`config.mk`:
```
export PLATFORM = sky130hd
export DESIGN_NAME = mem_arbiter
export DESIGN_NICKNAME = d
export VERILOG_FILES = /design/src/rtl/mem_arbiter.sv
export SDC_FILE = /design/constraint.sdc
export NUM_CORES = 1
export LEC_CHECK = 0
export BUFFER_PORTS_ARGS = -buffer_cell sky130_fd_sc_hd__buf_2
export CORE_MARGIN = 10
export CORE_UTILIZATION = 39
export CTS_CLUSTER_SIZE = 8
export DETAILED_ROUTE_END_ITERATION = 10
export PLACE_DENSITY = 0.6
export SLEW_MARGIN = 20
export SYNTH_ARGS = -nofsm -noshare
export SYNTH_HDL_FRONTEND = slang
export SYNTH_SLANG_ARGS = --single-unit
```
`constraint.sdc`:
```
create_clock -name clk -period 5.4 [get_ports clk]
set_input_delay 1.08 -clock clk [delete_from_list [all_inputs] [get_ports clk]]
set_output_delay 1.08 -clock clk [all_outputs]
set_load 0.05 [all_outputs]
```
`src/rtl/mem_arbiter.sv`:
```
// Single-port arbiter that serializes IF word fetches and MEM byte/half/word accesses onto an 8-bit RAM.
// Build option MEM_ARB_ABORT_EN: a MEM request preempts an IF fetch that is still in BUSY.
`timescale 1ns/1ps
module mem_arbiter #(
    parameter int ADDR_W = 32
) (
    input  logic              clk,
    input  logic              reset,
    input  logic              if_req,
    input  logic [ADDR_W-1:0] if_addr,
    output logic              if_done,
    output logic [31:0]       if_data,
    input  logic              mem_req,
    input  logic              mem_we,
    input  logic [1:0]        mem_size,
    input  logic [ADDR_W-1:0] mem_addr,
    input  logic [31:0]       mem_wdata,
    output logic              mem_done,
    output logic [31:0]       mem_rdata,
    output logic [ADDR_W-1:0] ram_a,
    output logic [7:0]        ram_dout,
    output logic              ram_wr,
    input  logic [7:0]        ram_din,
    output logic              stall_if,
    output logic              stall_mem
);

    typedef enum logic [1:0] {IDLE, BUSY, DONE} state_t;
    typedef enum logic {OWN_IF, OWN_MEM} owner_t;

    state_t            state_q, state_d;
    owner_t            owner_q, owner_d;
    logic              we_q, we_d;
    logic [2:0]        len_q, len_d;
    logic [2:0]        cnt_q, cnt_d;
    logic [ADDR_W-1:0] base_q, base_d;
    logic [31:0]       wdata_q, wdata_d;
    logic [31:0]       asm_q, asm_d;
    logic              if_done_q, if_done_d;
    logic              mem_done_q, mem_done_d;
    logic [31:0]       if_data_q, if_data_d;
    logic [31:0]       mem_rdata_q, mem_rdata_d;
    logic [31:0]       asm_cap;
    logic              grant_mem, grant_if;

    function automatic logic [2:0] size_to_len(input logic [1:0] size);
        case (size)
            2'd0:    return 3'd1;
            2'd1:    return 3'd2;
            default: return 3'd4;
        endcase
    endfunction

    always_comb begin
        // NOTE: every signal written here gets a default first, so no path can infer a latch.
        state_d     = state_q;
        owner_d     = owner_q;
        we_d        = we_q;
        len_d       = len_q;
        cnt_d       = cnt_q;
        base_d      = base_q;
        wdata_d     = wdata_q;
        asm_d       = asm_q;
        if_done_d   = 1'b0;
        mem_done_d  = 1'b0;
        if_data_d   = if_data_q;
        mem_rdata_d = mem_rdata_q;
        ram_a       = '0;
        ram_dout    = '0;
        ram_wr      = 1'b0;
        grant_mem   = 1'b0;
        grant_if    = 1'b0;

        // Byte arriving now belongs to the address issued one cycle earlier (cnt-1).
        asm_cap = asm_q;
        case (cnt_q)
            3'd1:    asm_cap[7:0]   = ram_din;
            3'd2:    asm_cap[15:8]  = ram_din;
            3'd3:    asm_cap[23:16] = ram_din;
            3'd4:    asm_cap[31:24] = ram_din;
            default: ;
        endcase

        case (state_q)
            IDLE: begin
                grant_mem = mem_req;
                grant_if  = ~mem_req & if_req;
            end
            BUSY: begin
                ram_a = base_q + ADDR_W'(cnt_q);
                cnt_d = cnt_q + 3'd1;
                if (we_q) begin
                    ram_wr = 1'b1;
                    case (cnt_q[1:0])
                        2'd0:    ram_dout = wdata_q[7:0];
                        2'd1:    ram_dout = wdata_q[15:8];
                        2'd2:    ram_dout = wdata_q[23:16];
                        default: ram_dout = wdata_q[31:24];
                    endcase
                    if (cnt_q == len_q - 3'd1) begin
                        state_d    = DONE;
                        mem_done_d = 1'b1;
                    end
                end else begin
                    asm_d = asm_cap;
                    if (cnt_q == len_q) begin
                        state_d = DONE;
                        if (owner_q == OWN_MEM) begin
                            mem_done_d  = 1'b1;
                            mem_rdata_d = asm_cap;
                        end else begin
                            if_done_d = 1'b1;
                            if_data_d = asm_cap;
                        end
                    end
                end
`ifdef MEM_ARB_ABORT_EN
                grant_mem = (owner_q == OWN_IF) & mem_req;
`endif
            end
            DONE:    state_d = IDLE;
            default: state_d = IDLE;
        endcase

        // A MEM grant out of BUSY abandons the IF fetch, so its completion is suppressed.
        if (grant_mem) begin
            state_d   = BUSY;
            owner_d   = OWN_MEM;
            we_d      = mem_we;
            len_d     = size_to_len(mem_size);
            base_d    = mem_addr;
            wdata_d   = mem_wdata;
            cnt_d     = '0;
            asm_d     = '0;
            if_done_d = 1'b0;
            if_data_d = if_data_q;
        end else if (grant_if) begin
            state_d = BUSY;
            owner_d = OWN_IF;
            we_d    = 1'b0;
            len_d   = 3'd4;
            base_d  = if_addr;
            cnt_d   = '0;
            asm_d   = '0;
        end
    end

    // NOTE: state updates use non-blocking assignments so every flop samples pre-edge values.
    always_ff @(posedge clk) begin
        if (reset) begin
            state_q     <= IDLE;
            owner_q     <= OWN_IF;
            we_q        <= 1'b0;
            len_q       <= '0;
            cnt_q       <= '0;
            base_q      <= '0;
            wdata_q     <= '0;
            asm_q       <= '0;
            if_done_q   <= 1'b0;
            mem_done_q  <= 1'b0;
            if_data_q   <= '0;
            mem_rdata_q <= '0;
        end else begin
            state_q     <= state_d;
            owner_q     <= owner_d;
            we_q        <= we_d;
            len_q       <= len_d;
            cnt_q       <= cnt_d;
            base_q      <= base_d;
            wdata_q     <= wdata_d;
            asm_q       <= asm_d;
            if_done_q   <= if_done_d;
            mem_done_q  <= mem_done_d;
            if_data_q   <= if_data_d;
            mem_rdata_q <= mem_rdata_d;
        end
    end

    assign if_done   = if_done_q;
    assign mem_done  = mem_done_q;
    assign if_data   = if_data_q;
    assign mem_rdata = mem_rdata_q;
    assign stall_if  = if_req & ~if_done_q;
    assign stall_mem = mem_req & ~mem_done_q;

endmodule
```
* Word-level counts from Yosys, hierarchy flattened
Cells that the tools add are included.
** Storage, ports and cells
- Register bits after elaboration :: 172
- Logic and storage cells :: 86
- Input bits :: 111
** Cells by class
- Bitwise operators :: 12
- Mux-type cells :: 31
- Eq/ne operators :: 15
- Reduce and logical (&&, ||, !) cells :: 12
- Add/subtract/negate cells :: 3
** Operators with widths (count)
- two-way mux 32 bit :: 3
- two-way mux 8 bit :: 6
- adder 32 x 3 -> 32 bit :: 1
- case mux 8 bit (3 select lines) :: 1
- two-way mux 1 bit :: 14
- inequality test 5 bit, second input constant :: 2
- inequality test 3 bit, second input constant :: 3
- inverter 1 bit :: 9
- equality test 2 x 1 -> 1 bit, second input constant :: 3
- equality test 3 x 2 -> 1 bit, second input constant :: 2
- equality test 3 bit :: 2
- zero test 2 bit :: 3
- two-way mux 2 bit :: 3
- two-way mux 3 bit :: 2
- case mux 3 bit (2 select lines) :: 1
- AND reduction 3 bit :: 2
- AND reduction 5 bit :: 1
- OR reduction 5 bit :: 1
- case mux 2 bit (2 select lines) :: 1
- AND reduction 4 bit :: 1
- adder 3 x 1 -> 3 bit, second input constant :: 1
- bitwise AND 1 bit :: 3
- equality test 3 x 1 -> 1 bit, second input constant :: 1
- equality test 3 bit, second input constant :: 1
- other kinds (6) :: 6

* Longest topological paths before layout
Gate-level depths: netlist of the first run.
- Word-level depth :: 7
- Gate-level depth with buffers :: 9
- Mapped depth without buffers :: 7

* Least setup slack after synthesis of the first run
Ideal clock, no wire load.
- Path kind :: register to output
- Start point :: register cnt_q[0]
- End point :: output port ram_a[28]
- Setup slack :: 1442 ps
- Arrival time :: 2878 ps
- Stages on the path, launching flop included :: 9
- Cell sequence :: dfxtp_1 > ha_1 > inv_1 > fa_1 > nor2b_1 > clkbuf_1 > o2111ai_1 > or4_1 > a21oi_1
** Between the ends
- Word-level cells in the longest chain between the ends :: 2
** RTL lines
- start, declared :: RTL line 35 : logic [2:0] cnt_q, cnt_d;
- start signal, assigned :: RTL line 168 : cnt_q <= cnt_d;
- adder 32 x 3 -> 32 bit :: RTL line 90 : ram_a = base_q + ADDR_W'(cnt_q);
- two-way mux 32 bit :: RTL line 84 : case (state_q)
- end, declared :: RTL line 20 : output logic [ADDR_W-1:0] ram_a,
Every way passes these cells.

* Final worst setup path of the first run
- Start point :: register cnt_q[1]
- End point :: output port ram_a[28]
Same word-level chain as after synthesis.

==> metrics.cfg, run 1 <==
[outcome]
outcome=complete, no violations

[yosys]
async_reset_ff_frac=0
synth_top_area_frac=0.414
synthCells=1000
synth.most_common_cell=nand2_1
yosysWarnings=0
synthTopCellsByArea=dfxtp_1, nand2_1, nor2_1
ys_types=47
yosysSeqAreaShare=0.414
synthFlopType=dfxtp_1
syn_nets=1121
synth_common_cells=nand2_1, dfxtp_1, nor2_1
synth_area_per_cell_um2=8.32
synth_area_um2=8320
yosysTopAreaCell=dfxtp_1
synth-edff-count=0
synth_seq_cells=172

[hold_path]
hold_path.class=register to register
worstHoldStart=asm_q[2]

[critical_path]
rr_worst_depth=6
critPathSlowestCell=nor2b_1
crit_family=simple AND/OR/NAND/NOR gates
startpoint_type=register
path_class=register to primary output
r2r_slack_ns=2.77
setup.worst_path.end=ram_a[28]
worstPathRequired_ns=4.32
critical_path.max_stage_delay_ns=0.58
timing.rr.start=cnt_q[1]
cp.depth=7
worstPathCellList=inv_1 > fa_1 > nor2b_1 > o2111ai_1 > or4_1 > a21oi_1 > buf_2
cp_num_buf_inv=2
cp.arrival_ns=3.50
worst_setup_path_end_kind=primary output
setup.worst_path.start=cnt_q[1]
timing.rr.end=asm_q[27]
cp_max_fo=9

[sta]
relSlewSlack=0.490
postLayoutSetupSlackWorst_ns=0.815
tightest_slew_ns=0.761
rsz0062_at_grt=false
fin_setup_tns_ns=0
finalHoldViolCount=0
fin_crit_ns=4.58
timing.fmax_mhz=218
post-route-period-util=0.849
setup_viol=0
slew_viol_final=0
finClkSkew_ns=0.00884

[cells_and_area]
finalNetCount=1279
area_delta_synth_final_pct=20.5
fin_area_um2=10000
post-route-util=0.477
drive_gt1_frac=0.257

[clock_network]
ctsHtreeMaxLevel=4
postCtsSetupBuffers=0
cts_hold_buf=0
ctsResizeCount=0
cts_root_buffer=clkbuf_16
cts_sinks=172
ctsLongestPathBuffers=2
path_clk_slew_ns=0.06
worst_skew_pair.late_latency_ns=0.42
cts_tree=built
numCtsBuffers=17

[power]
p_per_area_nw_per_um2=343
p_clk_frac=0.350
ir_drop_mv=0.212
combPwrFrac=0.226
power_switching_w=0.00116
p_int_w=0.00228
power_frac_seq=0.424
leakage_nw=4.22
switching_share=0.338

[routing]
viasPerCell=5.15
drt_iter0_drc=616
wl_per_cell_um=17.0
antenna_left=0
drt_pass1_iterations=7
wirelength_um=24600
via_count=7456
drc=0

[die]
die_h_um=166
ios=220
core_um2=21000
initial_core_util=0.396
die_w_um=166
die_area_um2=27600
row_count=53

[grt]
antenna_found_initial=1
grt_pass1_wl_um=39500
grt_start_max_net_pins=70
grt_usage=0.173
grt_pass1_vias=7242
gr-total-overflow=0

[placed_design]
finalWeightedCongestion=0.807
io_buffers=219
dp_slack_ns=1.34
place_area_um2=9440
dp_hpwl_um=17200

[flow_run]
drv_cap=0

## worst min-delay path: cells and delay by family (launching register included)
kind               cells  cell delay [ns]
AOI/OAI and AO/OA      1             0.05
and+or+nand+nor        1             0.05
DFF                    1             0.31
## cell type report
cell class | instances | area [um2]
Antenna cell | 1 | 2.50
Clock buffer | 21 | 470
Clock inverter | 11 | 108
Fill cell | 2095 | 11000
Inverter | 12 | 45.0
Multi-Input combinational cell | 726 | 4440
Sequential cell | 172 | 3440
Tap cell | 275 | 344
Timing Repair Buffer | 229 | 1170
## flip-flops by register name (all words and copies together), names as in the netlist
signal     count
we_q           1
mem_done       1
mem_rdata     32
if_data       32
asm_q         32
state_q        2
wdata_q       32
if_done        1
owner_q        1
len_q          3
cnt_q          3
base_q        32
## metrics by stage
step	cells	total power, W	hold slack, ns
floorplan	1000	0.00206	0.436
global placement	1414	0.00226	0.440
detailed placement	1414	0.00227	0.446
CTS	1446	0.00349	0.455
global route	1447	0.00362	0.477
finish	1447	0.00344	0.453
## cell usage in the layout (no fill, tap or decap), drive strengths merged, types with 15 or more instances in the layout
cell type,synthesis,layout
xor2,15,15
nand2,176,176
nor2,141,141
nor2b,39,39
nand3,20,20
mux2,32,32
clkbuf,72,21
inv,12,15
a311oi,32,32
a21oi,86,86
buf,18,229
dfxtp,172,172
mux2i,41,41
a211oi,33,33
## metal layers
metal	wire [um]	track usage	up-vias
met4	189	0.0435	0
met5	0	0	-
met3	1290	0.0424	11
li1	-	-	3792
met2	11500	0.274	188
met1	11600	0.229	3465
## how the worst min path moves through the flow
stage	to	slack (ns)	cells after the start
4_1_cts	wdata_q[9]	0.46	2
6_report	asm_q[2]	0.45	2
2_1_floorplan	asm_q[0]	0.44	2
5_1_grt	wdata_q[27]	0.48	2
3_3_place_gp	asm_q[0]	0.44	2
3_5_place_dp	wdata_q[9]	0.45	2
## power groups by stage
stage	clock, W	combinational [W]	sequential [W]
finish	0.00120	0.000778	0.00146
global route	0.00129	0.000851	0.00148
CTS	0.00124	0.000784	0.00146
detailed placement	0	0.000782	0.00149
global placement	0	0.000775	0.00149
floorplan	0	0.000471	0.00159
## kinds of logic after synthesis
family	count (synthesis)	synth area share
XOR/XNOR	16	0.0194
adder cells (fa/ha/maj)	10	0.0159
AO/OA/AOI/OAI	201	0.161
buffers and inverters	102	0.0542
multiplexers	73	0.106
flip-flops	172	0.414
AND/OR/NAND/NOR	426	0.229
Note: power is estimated with default switching activity, not from simulation.
==> run 2: changes to the inputs <==
- ABC_AREA: unset -> 1
- clock period: 5.4 -> 4.6 ns (I/O delays scaled with it)
==> run 2 against run 1 <==
Against the previous run:
- global-route usage rose by 1.3 points
- flip-flop and latch count is the same
- clock skew up 0.0073 ns
- sequential share of layout area is 1.1 points lower
- utilization barely moved
- clock-buffer cell count down 2
- setup slack improved by 0.065 ns
- synthesized cell count up 35%
- combinational power up 53%
- routed wire length rose by 9.8%
- area after synthesis rose by 3.0%
- via count increased by 16%
- highest routed layer unchanged
==> metrics.cfg, run 2 <==
[outcome]
outcome=complete, no violations

[cells_and_area]
area_delta_synth_final_pct=20.8
nFillCells=2343
layout_commonest_cell=nand2_1
final_cell_mix=nand2_1, buf_2, nor2_1, dfxtp_1, inv_1
drive_gt1_frac=0.180
finalNetCount=1643
stdcell_count=1817
fin_area_um2=10300

[sta]
timing.fmax_mhz=269
setup_viol=0
rsz0062_at_grt=false
fin_setup_tns_ns=0
finalHoldViolCount=0
hold_ws_ns=0.437
tightest_slew_ns=1.09
postLayoutSetupSlackWorst_ns=0.881
slew_viol_final=0
relSlewSlack=0.275
post-route-period-util=0.809
fin_crit_ns=3.72
finClkSkew_ns=0.0161

[routing]
viasPerCell=4.75
drt_iter0_drc=407
wl_per_cell_um=14.9
drt_pass1_iterations=5
drc=0
wirelength_um=27000
via_count=8632
antenna_left=0

[power]
ir_drop_mv=0.265
power_switching_w=0.00164
p_int_w=0.00279
p_per_area_nw_per_um2=428
combPwrFrac=0.269
power_frac_seq=0.397
leakage_nw=4.90
p_clk_frac=0.334
switching_share=0.370

[yosys]
synth-edff-count=0
synth_common_cells=nand2_1, nor2_1, dfxtp_1
yosysWarnings=0
synth_seq_cells=172
async_reset_ff_frac=0
synth_top_area_frac=0.402
synth_area_um2=8560
synth-simple-area-share=0.317
yosysTopAreaCell=dfxtp_1
synthAdderAreaFrac=0.0155
synth_compound_area_frac=0.144
synthFlopType=dfxtp_1
ys_types=29
synth_top_family_by_area=simple AND/OR/NAND/NOR gates
synth_area_per_cell_um2=6.36
synthXorXnorAreaFrac=0.00804
yosysSeqAreaShare=0.402
synth.most_common_cell=nand2_1
synthMuxAreaShare=0
synthTopCellsByArea=dfxtp_1, nand2_1, nor2_1
syn_nets=1468
synthCells=1347

[critical_path]
timing.rr.start=state_q[0]
setup.worst_path.start=cnt_q[0]
startpoint_type=register
cp.arrival_ns=2.80
path_class=register to primary output
cp_max_fo=6
worstPathRequired_ns=3.68
worst_setup_path_end_kind=primary output

[die]
die_h_um=168
initial_core_util=0.395
core_um2=21700
die_w_um=168
row_count=54
ios=220
die_area_um2=28300

[grt]
antenna_found_initial=2
grt_usage=0.186
grt_pass1_vias=8487
grt_pass1_wl_um=43800
grt_start_max_net_pins=79
gr-total-overflow=0

[hold_path]
worstHoldStart=mem_rdata[3]
hold_path.class=register to register

[placed_design]
dp_hpwl_um=19700
dp_slack_ns=1.34
io_buffers=219
finalWeightedCongestion=0.885
dpl.cell_count=1783
place_area_um2=9740

[clock_network]
path_clk_slew_ns=0.07
ctsResizeCount=0
cts_tree=built
postCtsSetupBuffers=0
cts_root_buffer=clkbuf_16
numCtsBuffers=17
ctsLongestPathBuffers=2
cts_hold_buf=0
worst_skew_pair.late_latency_ns=0.43
ctsHtreeMaxLevel=4
cts_sinks=172

[flow_run]
drv_cap=0

run 2: changes by cell type in the layout (fill, tap and decap cells not counted), moves of 31 or more:
cell / previous run / this run
mux2i_1: 41 / 0
a311oi_1: 32 / 0
nor2b_1: 39 / 0
inv_1: 12 / 165
nor2_1: 141 / 204
o21ai_0: 9 / 84
nand2_1: 176 / 384
nand3_1: 20 / 77
a211oi_1: 33 / 2
run 2: path summary, 6_finish.rpt:
kind | endpoint | cells past startpoint | slack, ns
setup / recovery | ram_a[28] | 13 | 0.88
hold / removal | mem_rdata[3] | 2 | 0.44
hold reg to reg | mem_rdata[3] | 2 | 0.44
setup reg to reg | mem_rdata[24] | 8 | 1.60
run 2: worst max-delay path, cell delays in order, from the launching register on:
cell and delay, ns:
dfxtp_1 0.45, ha_1 0.23, inv_1 0.06, fa_1 0.37, inv_1 0.06, nand2_1 0.06, nand2_1 0.14, nand2_1 0.15
nor2_1 0.32, nand2_1 0.09, nand2_1 0.06, nand2_1 0.04, nor2_1 0.08, buf_2 0.27
run 2: final cells by class:
type | instances | area, um2 | area share
well taps | 280 | 350 | 0.0339
clock inverters | 13 | 156 | 0.0151
flip-flops and latches | 172 | 3440 | 0.333
clock buffers | 19 | 443 | 0.0428
repair buffers | 226 | 1150 | 0.111
multi-input cells | 933 | 4150 | 0.401
inverters | 172 | 646 | 0.0624
diodes | 2 | 5.00 | 0.000484
run 2: power by group through the flow:
stage	clock (W)	combinational, W	sequential [W]
final	0.00148	0.00119	0.00176
after CTS	0.00150	0.00120	0.00176
after floorplan	0	0.000767	0.00191
after detailed placement	0	0.00120	0.00179
after global routing	0.00157	0.00133	0.00178
after global placement	0	0.00120	0.00179
run 2: cells by family after synthesis:
| kind of cell | after synthesis |
|---|---|
| AOI/OAI and AO/OA | 235 |
| xor gates and xnor gates | 7 |
| adders and majority gates | 10 |
| buffers and inverters | 242 |
| DFF | 172 |
| and+or+nand+nor | 681 |
run 2: per-layer routing:
layer / GRT usage / vias to the layer above / share of wire
met3: 0.0482 / 24 / 0.062
met1: 0.230 / 3825 / 0.45
met2: 0.316 / 217 / 0.47
met4: 0.0390 / 0 / 0.013
li1: - / 4566 / -
met5: 0 / - / 0
run 2: stage by stage:
| step | total power, W | util |
|---|---|---|
| after floorplan | 0.00268 | - |
| after global placement | 0.00298 | 0.449 |
| final | 0.00442 | 0.477 |
| after CTS | 0.00446 | 0.477 |
| after global routing | 0.00468 | 0.477 |
| after detailed placement | 0.00299 | 0.449 |
